### src/rtl/paddle_hit_capture_pkg.sv
// rtl/paddle_hit_capture_pkg.sv - shared game constants for paddle input and rally logic
package paddle_hit_capture_pkg;

  // Player indices, shared with the rally state machine's hits[1:0] input
  localparam int P0 = 0;
  localparam int P1 = 1;
  localparam int NUM_PLAYERS = 2;

  // 10 ms at 100 MHz; the counter must be wide enough to reach DEBOUNCE_CYCLES-1
  localparam int DEBOUNCE_CYCLES_DEFAULT = 1000000;
  localparam int CNT_W_DEFAULT = 20;

endpackage

### src/rtl/paddle_hit_capture_debounce_ch.sv
// rtl/paddle_hit_capture_debounce_ch.sv - one paddle channel: synchroniser, debounce, press edge
module hit_debounce_ch
  import paddle_hit_capture_pkg::*;
#(
  parameter int DEBOUNCE_CYCLES = DEBOUNCE_CYCLES_DEFAULT,
  parameter int CNT_W           = CNT_W_DEFAULT
) (
  input  logic clock,
  input  logic reset,
  input  logic raw,
  output logic level,
  output logic press
);

  localparam logic [CNT_W-1:0] CNT_LAST = CNT_W'(DEBOUNCE_CYCLES - 1);

  logic             r_sync1;
  logic             r_sync2;
  logic             r_stable;
  logic             r_stable_d;
  logic [CNT_W-1:0] r_cnt;

  // Two-flop synchroniser for the asynchronous button; only r_sync2 is used below
  always_ff @(posedge clock) begin
    if (reset) begin
      r_sync1 <= 1'b0;
      r_sync2 <= 1'b0;
    end else begin
      r_sync1 <= raw;
      r_sync2 <= r_sync1;
    end
  end

  // Accept a new level only after it disagrees with the stable one for a full window;
  // any agreeing cycle restarts the count so short glitches never get through
  always_ff @(posedge clock) begin
    if (reset) begin
      r_stable <= 1'b0;
      r_cnt    <= '0;
    end else if (r_sync2 == r_stable) begin
      r_cnt <= '0;
    end else if (r_cnt == CNT_LAST) begin
      r_stable <= r_sync2;
      r_cnt    <= '0;
    end else begin
      r_cnt <= r_cnt + 1'b1;
    end
  end

  // Edge history so a held button produces a single one-cycle press
  always_ff @(posedge clock) begin
    if (reset) begin
      r_stable_d <= 1'b0;
    end else begin
      r_stable_d <= r_stable;
    end
  end

  assign level = r_stable;
  assign press = r_stable & ~r_stable_d;

endmodule

### src/rtl/paddle_hit_capture.sv
// rtl/paddle_hit_capture.sv - two-channel paddle input stage holding pending hit requests
module paddle_hit_capture
  import paddle_hit_capture_pkg::*;
#(
  parameter int DEBOUNCE_CYCLES = DEBOUNCE_CYCLES_DEFAULT,
  parameter int CNT_W           = CNT_W_DEFAULT
) (
  input  logic                   clock,
  input  logic                   reset,
  input  logic [NUM_PLAYERS-1:0] btn_raw,
  input  logic                   step,
  output logic [NUM_PLAYERS-1:0] hits,
  output logic [NUM_PLAYERS-1:0] btn_db
);

  logic [NUM_PLAYERS-1:0] w_press;
  logic [NUM_PLAYERS-1:0] r_hits;

  hit_debounce_ch #(
    .DEBOUNCE_CYCLES(DEBOUNCE_CYCLES),
    .CNT_W          (CNT_W)
  ) u_ch_p0 (
    .clock(clock),
    .reset(reset),
    .raw  (btn_raw[P0]),
    .level(btn_db[P0]),
    .press(w_press[P0])
  );

  hit_debounce_ch #(
    .DEBOUNCE_CYCLES(DEBOUNCE_CYCLES),
    .CNT_W          (CNT_W)
  ) u_ch_p1 (
    .clock(clock),
    .reset(reset),
    .raw  (btn_raw[P1]),
    .level(btn_db[P1]),
    .press(w_press[P1])
  );

  // Pending requests: step consumes what was presented, a press on the same cycle re-arms
  always_ff @(posedge clock) begin
    if (reset) begin
      r_hits <= '0;
    end else begin
      r_hits <= (r_hits & ~{NUM_PLAYERS{step}}) | w_press;
    end
  end

  assign hits = r_hits;

endmodule

### config.mk
export PLATFORM = sky130hd
export DESIGN_NAME = paddle_hit_capture
export DESIGN_NICKNAME = d
export VERILOG_FILES = /design/src/rtl/paddle_hit_capture_pkg.sv /design/src/rtl/paddle_hit_capture_debounce_ch.sv /design/src/rtl/paddle_hit_capture.sv
export SDC_FILE = /design/constraint.sdc
export NUM_CORES = 1
export LEC_CHECK = 0
export CAP_MARGIN = 10
export CORE_ASPECT_RATIO = 1.4
export CORE_UTILIZATION = 62
export CTS_BUF_LIST = sky130_fd_sc_hd__clkbuf_4 sky130_fd_sc_hd__clkbuf_8
export CTS_CLUSTER_SIZE = 20
export DETAILED_ROUTE_END_ITERATION = 6
export GPL_TIMING_DRIVEN = 0
export PLACE_DENSITY = 0.8
export SLEW_MARGIN = 40
export SYNTH_ARGS = -nofsm -noshare
export SYNTH_HDL_FRONTEND = slang
export SYNTH_SLANG_ARGS = --single-unit
### constraint.sdc
create_clock -name clock -period 2.3 [get_ports clock]
set_clock_uncertainty 0.05 [all_clocks]
set_input_delay 0.46 -clock clock [delete_from_list [all_inputs] [get_ports clock]]
set_output_delay 0.46 -clock clock [all_outputs]
set_load 0.005 [all_outputs]
; Word level (Yosys, flattened, before mapping)
; Index checks and enable logic that the tools add are counted.
; Widths: inputs -> output; s select.
[totals]
reg_bits = 50
inputBits = 5
out_inout_bits = 4
word_cells = 30
[classes]
addsub = 2
eq_ne = 4
bitwise = 9
n_reduce_logical = 4
[op_table]
columns = operator, n
row1 = $add 20x1->20 const B, 2
row2 = $eq 20x20->1 const B, 2
row3 = $reduce_or 3->1, 2
row4 = $not 1->1, 4
row5 = $reduce_and 2->1, 2
row6 = $and 1x1->1, 2
row7 = $and 2x2->2, 1
row8 = $eq 1x1->1, 2
row9 = $not 2->2, 1
row10 = $or 2x2->2, 1

; Depth between registers and ports, before layout
[depth]
word_depth = 3
mapped_depth = 6
depth_no_buf = 5

; Hierarchy
; Synthesis repeated with hierarchy kept, for this count alone.
[unflattened]
cells_unflattened = 240
area_unflattened_um2 = 2167.1
[modules_own_cells]
columns = module, instances, cells_per_inst, area_each_um2, seq_area_each_um2
row1 = hit_debounce_ch, 2, 116, 1048.5, 480.5
row2 = paddle_hit_capture, 1, 8, 70.1, 40.0

; Least setup slack after synthesis
; No wires, ideal clock.
[synth_timing]
kind = flip-flop to flip-flop
from = register u_ch_p0.r_cnt[10]
to = register u_ch_p0.r_cnt[17]
setup_time_ns = 0.073
arrival_time_ns = 1.756
required_ns = 2.177
setup_slack_ns = 0.421
stages_incl_launch_ff = 6
path_buffers = 1
synth_period_minus_slack_ns = 1.879
path_cell_list = dfxtp_1 -> nand4_1 -> or4_1 -> buf_2 -> or4b_1 -> a21oi_1
[synth_via]
elab_chain_cells = 2
word_cells_on_any_way = 3
cone_classes = 1 x add/sub / 1 x eq/ne / 1 x reduce/logical
[synth_rtl]
columns = item, line_no
row1 = from (decl), paddle_hit_capture_debounce_ch.sv:21  ; logic [CNT_W-1:0] r_cnt;
row2 = from (signal assigned), paddle_hit_capture_debounce_ch.sv:46  ; r_cnt <= r_cnt + 1'b1;
row3 = branches (longest 2 deep; another with $add 20x1->20), --
; Parallel ways; which one is timed is not known.
; A chain may end at the register's enable or synchronous reset.

; Final worst setup path
; Same ends and word-level chain as after synthesis.

==> key figures <==
Worst setup path
  • Crit. End Element: flop
  • Worst setup SP type: flop
  • CP delay by family, top: simple AND/OR/NAND/NOR gates
  • Slowest CP cell: or4_1
  • Largest stage delay on the critical path: 0.52 ns
  • WP data required: roughly 2.5 ns
  • Crit-path cells: nand4_1 > or4_1 > buf_2 > or4b_1 > a21oi_1
  • Worst EP arrival: roughly 2.3 ns
  • WP buf/inv: 1
  • Crit-path max FO: 8
  • Worst setup path category: flop to flop

Global routing
  • Largest net degree at the start of global routing: 16
  • M1 GR Usage: 0.214
  • Most crowded layer after global routing: met2
  • Met2 usage: 0.466
  • Vias in the first global route: about 1600
  • Antenna violations before repair: 0
  • Tot GR Track Use: 0.236
  • First-pass GRT wire length: approximately 6600 µm
  • GR Util met3: 0.0566
  • Total gr overflow: 0

Floorplanning
  • Core Footprint: about 3400 µm²
  • Total die area: ~3800 µm²
  • Top Ports: 9
  • Die X: 52.3 µm
  • Starting density of the core: 0.649
  • DIE HEIGHT: a little over 70 µm
  • Row cnt: 25

STA
  • Slew at the pin with the worst max-slew slack: 0.496 ns
  • Final hold vios: 0
  • Hold WS: 0.391 ns
  • Max Fclk: around 480 MHz
  • RSZ-0062 raised after global routing: false
  • Period utilization: 0.897
  • Slew Limit Headroom: 0.669
  • Period minus WS final: 2.06 ns
  • Setup violators final: 0
  • Sum of negative setup slack: 0 ns
  • Final max-slew violation count: 0

Layout
  • P&R area growth vs syn: 10.4%
  • Fillers: ~280
  • # diodes: 0
  • Register area: roughly 1000 µm²
  • Nets: around 270
  • Multi-input logic area: between 1000 and 1500 µm²
  • Share of cells above drive strength 1: 0.0717

Route
  • Vias: 1726
  • Post-Route WL: 4040 µm
  • DR iter-0 viols: 29
  • ANT nets after route: 0
  • First-pass DRT Iterations: 4
  • Via/cell ratio: 5.66
  • # DRC: 0
  • WL/cell: ~13 µm

Yosys
  • Top cells by area, synth: dfxtp_1 46%, xnor2_1 6.4%, nor2_1 5.0%, xor2_1 4.0%, or4_1 3.4%
  • Top FF cell, synth: dfxtp_1
  • Synth cell types: 36
  • Register bit total from synthesis: 50
  • Number of flops mapped to enable cells by yosys: 0
  • Post-Syn Area: ~2200 µm²
  • Most common cell in the synthesized netlist: dfxtp_1
  • Ys Warns: 0
  • Synth top area share: 0.456
  • Sequential element share of the synthesized area: 0.456
  • Syn Nets: between 200 and 300
  • Ys async rst share: 0
  • Syn_area_per_cell: a little under 9 µm²
  • Top cells by count, synth: 50 x dfxtp_1, 29 x nor2_1, 17 x nand2_1
  • Syn Inst Count: around 250
  • Synth area leader: dfxtp_1

Power
  • PwrDens: about 600 nW/µm²
  • Max VDD drop: between 0.5 and 0.6 mV
  • Leak: between 0.7 and 0.8 nW

Clock tree
  • CTS tree: done
  • CTS root buf: clkbuf_8
  • Clk_lat worst skew: 0.31 ns
  • Max H-tree Level: 2
  • Post-CTS setup repair buffer count: 0
  • Clock-pin slew on the worst setup and hold paths: roughly 0.090 ns
  • Clock sinks: 50
  • CTS Buffer Depth: 2
  • CTS Buf Count: 5

Placement
  • HPWL after detailed placement: just under 3000 µm
  • Port buffer count: 8
  • Gpl congestion: 0.777

Outcome
  • Status: finished, final reports clean

Flow run
  • # Max-Cap Violations: 0

Hold path
  • HP Class: flop to flop
==> worst register-to-register path: stages, from the launching register on <==
cell	delay, ns
dfxtp_1	0.45
nand4_1	0.15
or4_1	0.52
buf_2	0.17
or4b_1	0.51
a21oi_1	0.17
==> metrics by stage <==
step,util,area (µm²),power (mW),worst slack (ns),std cells
2_1_floorplan,-,2190,0.904,0.421,249
3_3_place_gp,0.688,2320,0.915,0.117,297
4_1_cts,0.716,2420,1.44,0.0768,305
5_1_grt,0.717,2420,1.47,0.126,305
6_report,0.717,2420,1.42,0.236,305
3_5_place_dp,0.688,2320,0.915,0.101,297
==> registers in the layout (all words and copies together) (netlist names) <==
signal,count
u_ch_p0.r_cnt,20
u_ch_p1.r_cnt,20
hits,2
u_ch_p0.level,1
u_ch_p0.r_stable_d,1
u_ch_p0.r_sync1,1
u_ch_p0.r_sync2,1
u_ch_p1.level,1
u_ch_p1.r_stable_d,1
u_ch_p1.r_sync1,1
u_ch_p1.r_sync2,1
==> layer usage <==
metal	up-vias	share of wire
met5	-	0
met3	8	0.020
li1	900	-
met1	802	0.40
met2	16	0.55
met4	0	0.023
==> power by group <==
group | leakage (nW) | internal, mW | switching (mW) | total [mW]
Combinational | 0.250 | 0.0117 | 0.0119 | 0.0237
Clock | 0.0472 | 0.242 | 0.288 | 0.530
Sequential | 0.404 | 0.869 | 0.00224 | 0.871
Total | 0.701 | 1.12 | 0.302 | 1.42
==> layout make-up <==
| cell class | count | share of cell area |
|---|---|---|
| Tap cell | 40 | 0.0207 |
| Buffer | 11 | 0.0212 |
| Clock inverter | 2 | 0.00517 |
| Multi-Input combinational cell | 180 | 0.460 |
| Inverter | 8 | 0.0124 |
| Clock buffer | 6 | 0.0341 |
| Timing Repair Buffer | 8 | 0.0331 |
| Sequential cell | 50 | 0.413 |
==> layout by cell type, fill, tap and decap left out, types with 3 or more instances in the layout <==
master,instances
xnor2_1,16
xor2_1,10
nand4_1,6
nand2b_1,4
or4_1,10
a21oi_1,14
o31ai_1,9
inv_1,8
and3_1,3
clkbuf_8,6
nand2_1,17
nor2b_1,6
nor3_1,6
and4_1,3
o21ai_0,4
clkdlybuf4s50_1,8
dfxtp_1,50
nor4_1,5
clkbuf_1,7
nor2_1,29
nand3_1,14
nor4b_1,5
==> worst paths after layout <==
path	from	to	slack, ns	depth (start not counted)
worst min register to register	u_ch_p0.r_sync1	u_ch_p0.r_sync2	0.39	1
worst max register to register	u_ch_p0.r_cnt[10]	u_ch_p0.r_cnt[17]	0.24	5
worst min-delay path	u_ch_p0.r_sync1	u_ch_p0.r_sync2	0.39	1
worst max-delay path	u_ch_p0.r_cnt[10]	u_ch_p0.r_cnt[17]	0.24	5
==> cell families after synthesis <==
group,share of synthesized area
buf+inv,0.0371
simple gates,0.301
xor+xnor,0.104
fa+ha+maj,0.0114
compound gates,0.0901
flops,0.456
==> what timing repair did <==
item / in CTS / in global routing
setup endpoints to repair: 0 / 10
resized for setup: 0 / 1
hold buffers: 0 / 0
No activity file was read; power rests on OpenSTA's default activity.
